==> src/rtl/ni_read_resp_gen.sv <==
// NI read-response generator: issues activation-memory reads for dequeued read
// requests and returns the data as router flits. Optional macro: NI_READ_RESP_BYPASS_EN.
module ni_read_resp_gen #(
  parameter int unsigned ADDR_WIDTH = 6,
  parameter int unsigned DATA_WIDTH = 16,
  parameter int unsigned RESP_DEPTH = 4,
  parameter logic [3:0]  RESP_INFO  = 4'd3
) (
  input  logic                  clk,
  input  logic                  rst,
  input  logic                  ni_read_rqst,
  input  logic [ADDR_WIDTH-1:0] ni_read_addr,
  output logic                  router_rdy,
  output logic                  act_mem_read_en,
  output logic [ADDR_WIDTH-1:0] act_mem_read_addr,
  input  logic [DATA_WIDTH-1:0] act_mem_read_data,
  output logic                  out_data_valid,
  output logic [35:0]           out_data,
  input  logic                  out_rdy,
  output logic                  resp_overflow
);

  localparam int unsigned PW = $clog2(RESP_DEPTH);
  localparam int unsigned CW = PW + 1;
  localparam int unsigned SW = PW + 2;
  localparam int unsigned EW = ADDR_WIDTH + DATA_WIDTH;

  logic                  s1_valid;
  logic [ADDR_WIDTH-1:0] s1_addr;
  logic [EW-1:0]         fifo_mem [RESP_DEPTH];
  logic [PW-1:0]         wr_ptr;
  logic [PW-1:0]         rd_ptr;
  logic [CW-1:0]         count;
  logic                  fifo_empty;
  logic                  fifo_full;
  logic                  push;
  logic                  pop;
  logic                  push_ok;
  logic                  drop;
  logic [EW-1:0]         head;
  logic [SW-1:0]         inflight;
`ifdef NI_READ_RESP_BYPASS_EN
  logic                  bypass_take;
`endif

  function automatic logic [35:0] make_flit(input logic [ADDR_WIDTH-1:0] a,
                                            input logic [DATA_WIDTH-1:0] d);
    return {RESP_INFO, 16'(a), d};
  endfunction

  // Memory issue, FIFO control and flit output
  always_comb begin
    act_mem_read_en   = ni_read_rqst & ~rst;
    act_mem_read_addr = ni_read_addr;
    fifo_empty        = (count == '0);
    fifo_full         = (count == CW'(RESP_DEPTH));
    head              = fifo_mem[rd_ptr];
    pop               = ~fifo_empty & out_rdy;
`ifdef NI_READ_RESP_BYPASS_EN
    // Empty FIFO: present the fresh memory word directly, skip the write if taken
    bypass_take       = s1_valid & fifo_empty & out_rdy;
    push              = s1_valid & ~bypass_take;
    out_data_valid    = ~fifo_empty | s1_valid;
    if (!fifo_empty)
      out_data = make_flit(head[EW-1:DATA_WIDTH], head[DATA_WIDTH-1:0]);
    else if (s1_valid)
      out_data = make_flit(s1_addr, act_mem_read_data);
    else
      out_data = '0;
`else
    push              = s1_valid;
    out_data_valid    = ~fifo_empty;
    out_data          = fifo_empty ? 36'd0
                                   : make_flit(head[EW-1:DATA_WIDTH], head[DATA_WIDTH-1:0]);
`endif
    push_ok           = push & (~fifo_full | pop);
    drop              = push & fifo_full & ~pop;
    // Credit counts queued, in-flight and currently presented requests; same-cycle pops ignored
    inflight          = SW'(count) + SW'(s1_valid) + SW'(ni_read_rqst);
    router_rdy        = (inflight <= SW'(RESP_DEPTH - 1));
  end

  // Stage s1, FIFO pointers/occupancy and sticky overflow
  always_ff @(posedge clk) begin
    if (rst) begin
      s1_valid      <= 1'b0;
      s1_addr       <= '0;
      wr_ptr        <= '0;
      rd_ptr        <= '0;
      count         <= '0;
      resp_overflow <= 1'b0;
    end else begin
      s1_valid <= act_mem_read_en;
      s1_addr  <= ni_read_addr;
      if (push_ok) wr_ptr <= wr_ptr + PW'(1);
      if (pop)     rd_ptr <= rd_ptr + PW'(1);
      case ({push_ok, pop})
        2'b10:   count <= count + CW'(1);
        2'b01:   count <= count - CW'(1);
        default: count <= count;
      endcase
      if (drop) resp_overflow <= 1'b1;
    end
  end

  // Storage needs no reset; pointers define what is valid
  always_ff @(posedge clk) begin
    if (push_ok && !rst) fifo_mem[wr_ptr] <= {s1_addr, act_mem_read_data};
  end

endmodule

==> config.mk <==
export PLATFORM = sky130hd
export DESIGN_NAME = ni_read_resp_gen
export DESIGN_NICKNAME = d
export VERILOG_FILES = /design/src/rtl/ni_read_resp_gen.sv
export SDC_FILE = /design/constraint.sdc
export NUM_CORES = 1
export LEC_CHECK = 0
export ABC_AREA = 1
export CAP_MARGIN = 15
export CORE_ASPECT_RATIO = 1.1
export CORE_MARGIN = 2
export CORE_UTILIZATION = 53
export DETAILED_ROUTE_END_ITERATION = 8
export PLACE_DENSITY_LB_ADDON = 0.1
export SLEW_MARGIN = 40
export SYNTH_ARGS = -nofsm -noshare
export SYNTH_HDL_FRONTEND = slang
export SYNTH_SLANG_ARGS = --single-unit
==> constraint.sdc <==
create_clock -name clk -period 2.96 [get_ports clk]
set_input_delay 0.592 -clock clk [delete_from_list [all_inputs] [get_ports clk]]
set_output_delay 0.592 -clock clk [all_outputs]
set_load 0.01 [all_outputs]
After elaboration in Yosys (flattened, before gate mapping)
Memory sizes are Yosys's and may differ from the RTL's. A register that Yosys moved wholly into a read port is not among the register bits.
Cells that the tools add are included.
W data, S select, Z words.
{"block": "word_totals", "ramBits": 88, "mem_count": 1, "regBits": 15, "word_cells": 37}
{"block": "classes", "order_cmp": 1, "eq_ne": 3, "muxes": 6, "n_addsub": 6, "reduce_logical": 4, "bitwise": 10}
{"memory": "fifo_mem", "words": 4, "word_bits": 22, "rd": 1, "rd_clocked_by_memory_dff": 1, "write_ports": 1, "line_no": "30", "text": "logic [EW-1:0] fifo_mem [RESP_DEPTH];"}
{"operator": "$mux W34", "count": 1}
{"operator": "$pmux W3 S2", "count": 1}
{"operator": "$and A1 B1 Y1", "count": 5}
{"operator": "$add A2 B1 Y2 const B", "count": 2}
{"operator": "$add A3 B1 Y4", "count": 1}
{"operator": "$add A4 B1 Y4", "count": 1}
{"operator": "$le A4 B2 Y1 const B", "count": 1}
{"operator": "$mux W2", "count": 2}
{"operator": "$not A1 Y1", "count": 4}
{"operator": "$add A3 B1 Y3 const B", "count": 1}
{"operator": "$eq A3 B3 Y1 const B", "count": 1}
{"operator": "$logic_not A3 Y1", "count": 1}
{"operator": "$sub A3 B1 Y3 const B", "count": 1}
{"operator": "$eq A2 B1 Y1 const B", "count": 1}
{"operator": "$eq A2 B2 Y1 const B", "count": 1}
{"operator": "$mux W1", "count": 2}
{"operator": "$reduce_bool A2 Y1", "count": 1}
{"operator": "$logic_and A1 B1 Y1", "count": 1}
{"operator": "$logic_not A1 Y1", "count": 1}
{"operator": "$or A1 B1 Y1", "count": 1}

Logic depth before layout (Yosys ltp)
{"block": "depth", "word_depth": 8, "mapped_depth": 11}

Worst setup path after synthesis
Ideal clock, no wire load.
{"block": "synth_path", "path_kind": "input to register", "start": "input rst", "end": "memory fifo_mem[0][0] in the netlist's numbering, enable pin", "arrival_time_ps": 1997, "setup_slack_ps": 563, "path_stages": 4, "required_time_ps": 2559, "cell_sequence": "buf_2 > inv_1 > nand3_1 > nor2_1"}
{"block": "synth_between", "elab_chain_cells": 4}
{"item": "start: declaration", "line_no": "10", "text": "input logic rst,"}
{"item": "$logic_not A1 Y1", "line_no": "108", "text": "if (push_ok && !rst) fifo_mem[wr_ptr] <= {s1_addr, act_mem_read_data};"}
{"item": "$logic_and A1 B1 Y1", "line_no": "108"}
{"item": "$mux W1", "line_no": "108"}
{"item": "$mux W1 (implied by the code)", "line_no": "108"}
{"item": "end: declaration", "line_no": "30"}
No other way between the ends.

==> out/results.txt <==
most used cells in the layout excluding fill and tap cells = 104 x sky130_fd_sc_hd__nor2_1, 88 x sky130_fd_sc_hd__edfxtp_1, 59 x sky130_fd_sc_hd__clkdlybuf4s50_1
Chip Height = 98.85 um
Worst path most repeated cell = sky130_fd_sc_hd__nor2_1
unrepaired setup endpoints after global routing = false
remaining global-route overflow = 0
met3 track utilization from global routing = 4.205%
flip-flop and latch count after synthesis = 105
hold buffer count at cts = 0
distinct cell type count after synthesis = 25
number of detailed-route iterations in the first pass = 4
top achievable clock speed = 0.3616 GHz
post-detailed-route count of antenna-violating nets = 0
Crit Path Category = flop to output port
clock latency on the worst-skew pair = 0.35 ns
Critical Path Start Type = flop
initial antenna violation count = 0
fill cell total of the finished layout = 619
total of warnings raised by yosys = 0
cell class contributing the biggest share of worst-path delay = buffers and inverters
post-detailed-route DRC marker count = 0
synthesized area per cell = 11.44 um^2
non-filler instance count after layout = 549
fraction of layout instances using a drive strength above 1 = 8.844%
number of gates given a new drive strength after cts = 0
number of slew-limit violations in the final report = 0
Worst Path Required = 2.37 ns
share of flip-flops with an asynchronous set or reset after synthesis = 0%
pin count of the biggest net entering global routing = 31
sink count of the clock tree = 105
Final #Nets = 468
capturing element type of the critical path = output port
Fin Clk Skew = 0.008682 ns
most common flop cell mapped by yosys = sky130_fd_sc_hd__edfxtp_1
Syn-to-layout area delta = 20.73%
final setup fails = 0
Cell Pwr Density = 683.0 nW/um^2
transition time of the tightest slew-check pin = 0.7952 ns
IO Count = 72
HPWL after detailed placement = 4.951 mm
number of flops mapped to enable cells by yosys = 88
width of the die = 90.22 um
number of instances in the placed design = 533
clock transition at the registers of the reported paths = 0.09 ns
worst-case hold slack = 0.4798 ns
number of hold violations in the final report = 0
cell with the largest stage delay on the worst path = sky130_fd_sc_hd__clkdlybuf4s50_1
buffer levels on the longest clock path = 2
drt first-iter violations = 157
global-route wire length before repair = 12.65 mm
busiest metal layer after global routing = met2
number of buffers inserted during clock tree synthesis = 9
Final Cycle Share = 93.44%
antenna cell count = 0
arrival time at the worst endpoint = 2.17 ns
post-detailed-route via-to-cell ratio = 5.011
largest vdd supply drop = 0.0004018 V
# Max-Cap Violations = 0
combined area of all synthesized cells = 4334 um^2
htree depth = 3
commonest non-fill, non-tap cell in the layout = sky130_fd_sc_hd__nor2_1
number of cells produced by synthesis = 379
final critical-path required period = 2.766 ns
Sum Neg Setup Slack = 0 ns
area of the die = 8918 um^2
critical path's largest stage delay = 0.57 ns
Leakage = 0.001904 uW
headroom to the max-slew limit = 46.93%
via count = 2751
worst path cell trace = buf_4, nor2_1, nor2_1, o21ai_0, a21oi_1, clkdlybuf4s50_1
met2 GRT Util = 31.69%
number of global-route vias before repair = 2739
sequential area share after synthesis = 68.82%
CP Buf/Inv Count = 2
routed wire length per instance = 14.40 um
area of the placeable core = 7913 um^2
Row Count = 34
met1 usage = 22.55%
total length of routed wires = 7.905 mm
number of buffer cells added on primary ports = 59
Worst Hold Class = flop to flop
buffer count from post-CTS setup fixing = 0
TritonCTS clock tree = built
total routing resource utilization after global routing = 18.32%
result of the run = finished clean
critical path peak fanout = 16
cell chosen for the clock root = sky130_fd_sc_hd__clkbuf_8
gpl congestion = 0.8159
effective utilization at floorplan = 54.78%
-- area by class of cell --
class,instances,area [um^2],share of cell area [%]
Sequential cell,105,2984,57.03
Multi-Input combinational cell,224,1067,20.40
Timing Repair Buffer,71,718.2,13.73
Clock buffer,12,135.1,2.583
Tap cell,108,135.1,2.583
Inverter,25,98.84,1.889
Clock inverter,4,93.84,1.793
-- synth_stat cells, types with 2 or more instances --
cell	n	area, um^2
sky130_fd_sc_hd__nor2_1	108	405.4
sky130_fd_sc_hd__edfxtp_1	88	2643
sky130_fd_sc_hd__o21ai_0	45	225.2
sky130_fd_sc_hd__a21oi_1	29	145.1
sky130_fd_sc_hd__buf_4	23	172.7
sky130_fd_sc_hd__inv_1	22	82.58
sky130_fd_sc_hd__dfxtp_1	17	340.3
sky130_fd_sc_hd__buf_2	8	40.04
sky130_fd_sc_hd__nand2_1	7	26.28
sky130_fd_sc_hd__ha_1	5	62.56
sky130_fd_sc_hd__nand3_1	5	25.02
sky130_fd_sc_hd__clkbuf_2	4	20.02
sky130_fd_sc_hd__nand2_4	3	33.78
sky130_fd_sc_hd__inv_2	2	7.510
sky130_fd_sc_hd__nand4_1	2	12.51
sky130_fd_sc_hd__o21ai_1	2	10.01
-- logic make-up after synthesis --
family          count (synthesis)  share of synthesized area, %
simple gates                  128                         12.30
flops                         105                         68.82
compound gates                 77                         8.949
xor+xnor                        1                        0.2021
fa+ha+maj                       6                         1.905
other cells                     1                       0.08652
buf+inv                        61                         7.737
-- metal layers --
metal / vias up / routed length, um / part of all wire, %
li1: 1373 / - / -
met1: 1290 / 3325 / 42
met2: 82 / 4069 / 51
met3: 6 / 443 / 5.6
met4: 0 / 66 / 0.83
met5: - / 0 / 0
-- final timing paths --
check	cells after the start	from	endpoint	slack (ns)
setup / recovery	6	flop	out_data[20]	0.19
setup reg to reg	5	count[0]	fifo_mem[0][15]	1.22
hold reg to reg	0	s1_addr[5]	fifo_mem[0][21]	0.48
hold / removal	0	s1_addr[5]	fifo_mem[0][21]	0.48
-- state kept, by name, summed over array words and instances, names as in the netlist, named ones only --
| register | cells |
|---|---|
| fifo_mem | 88 |
| push | 1 |
| count | 3 |
| s1_addr | 6 |
| resp_overflow | 1 |
| wr_ptr | 2 |
| rd_ptr | 2 |
-- power breakdown --
group | leakage (uW) | internal, uW | switching [uW]
clock network | 0.000112 | 561 | 433
logic | 0.000851 | 416 | 479
registers | 0.000941 | 1650 | 39.6
total | 0.00190 | 2620 | 952
-- metrics by stage --
| step | power [uW] | cell area [um^2] | setup slack, ns | util [%] |
|---|---|---|---|---|
| after floorplan | 2225 | 4375 | 0.5627 | - |
| after global placement | 2600 | 5004 | 0.2580 | 63.24 |
| after detailed placement | 2615 | 5004 | 0.2369 | 63.24 |
| after CTS | 3600 | 5233 | 0.03025 | 66.13 |
| after global routing | 3737 | 5233 | 0.05505 | 66.13 |
| final | 3574 | 5233 | 0.1943 | 66.13 |
Note: power is estimated with default switching activity, not from simulation.
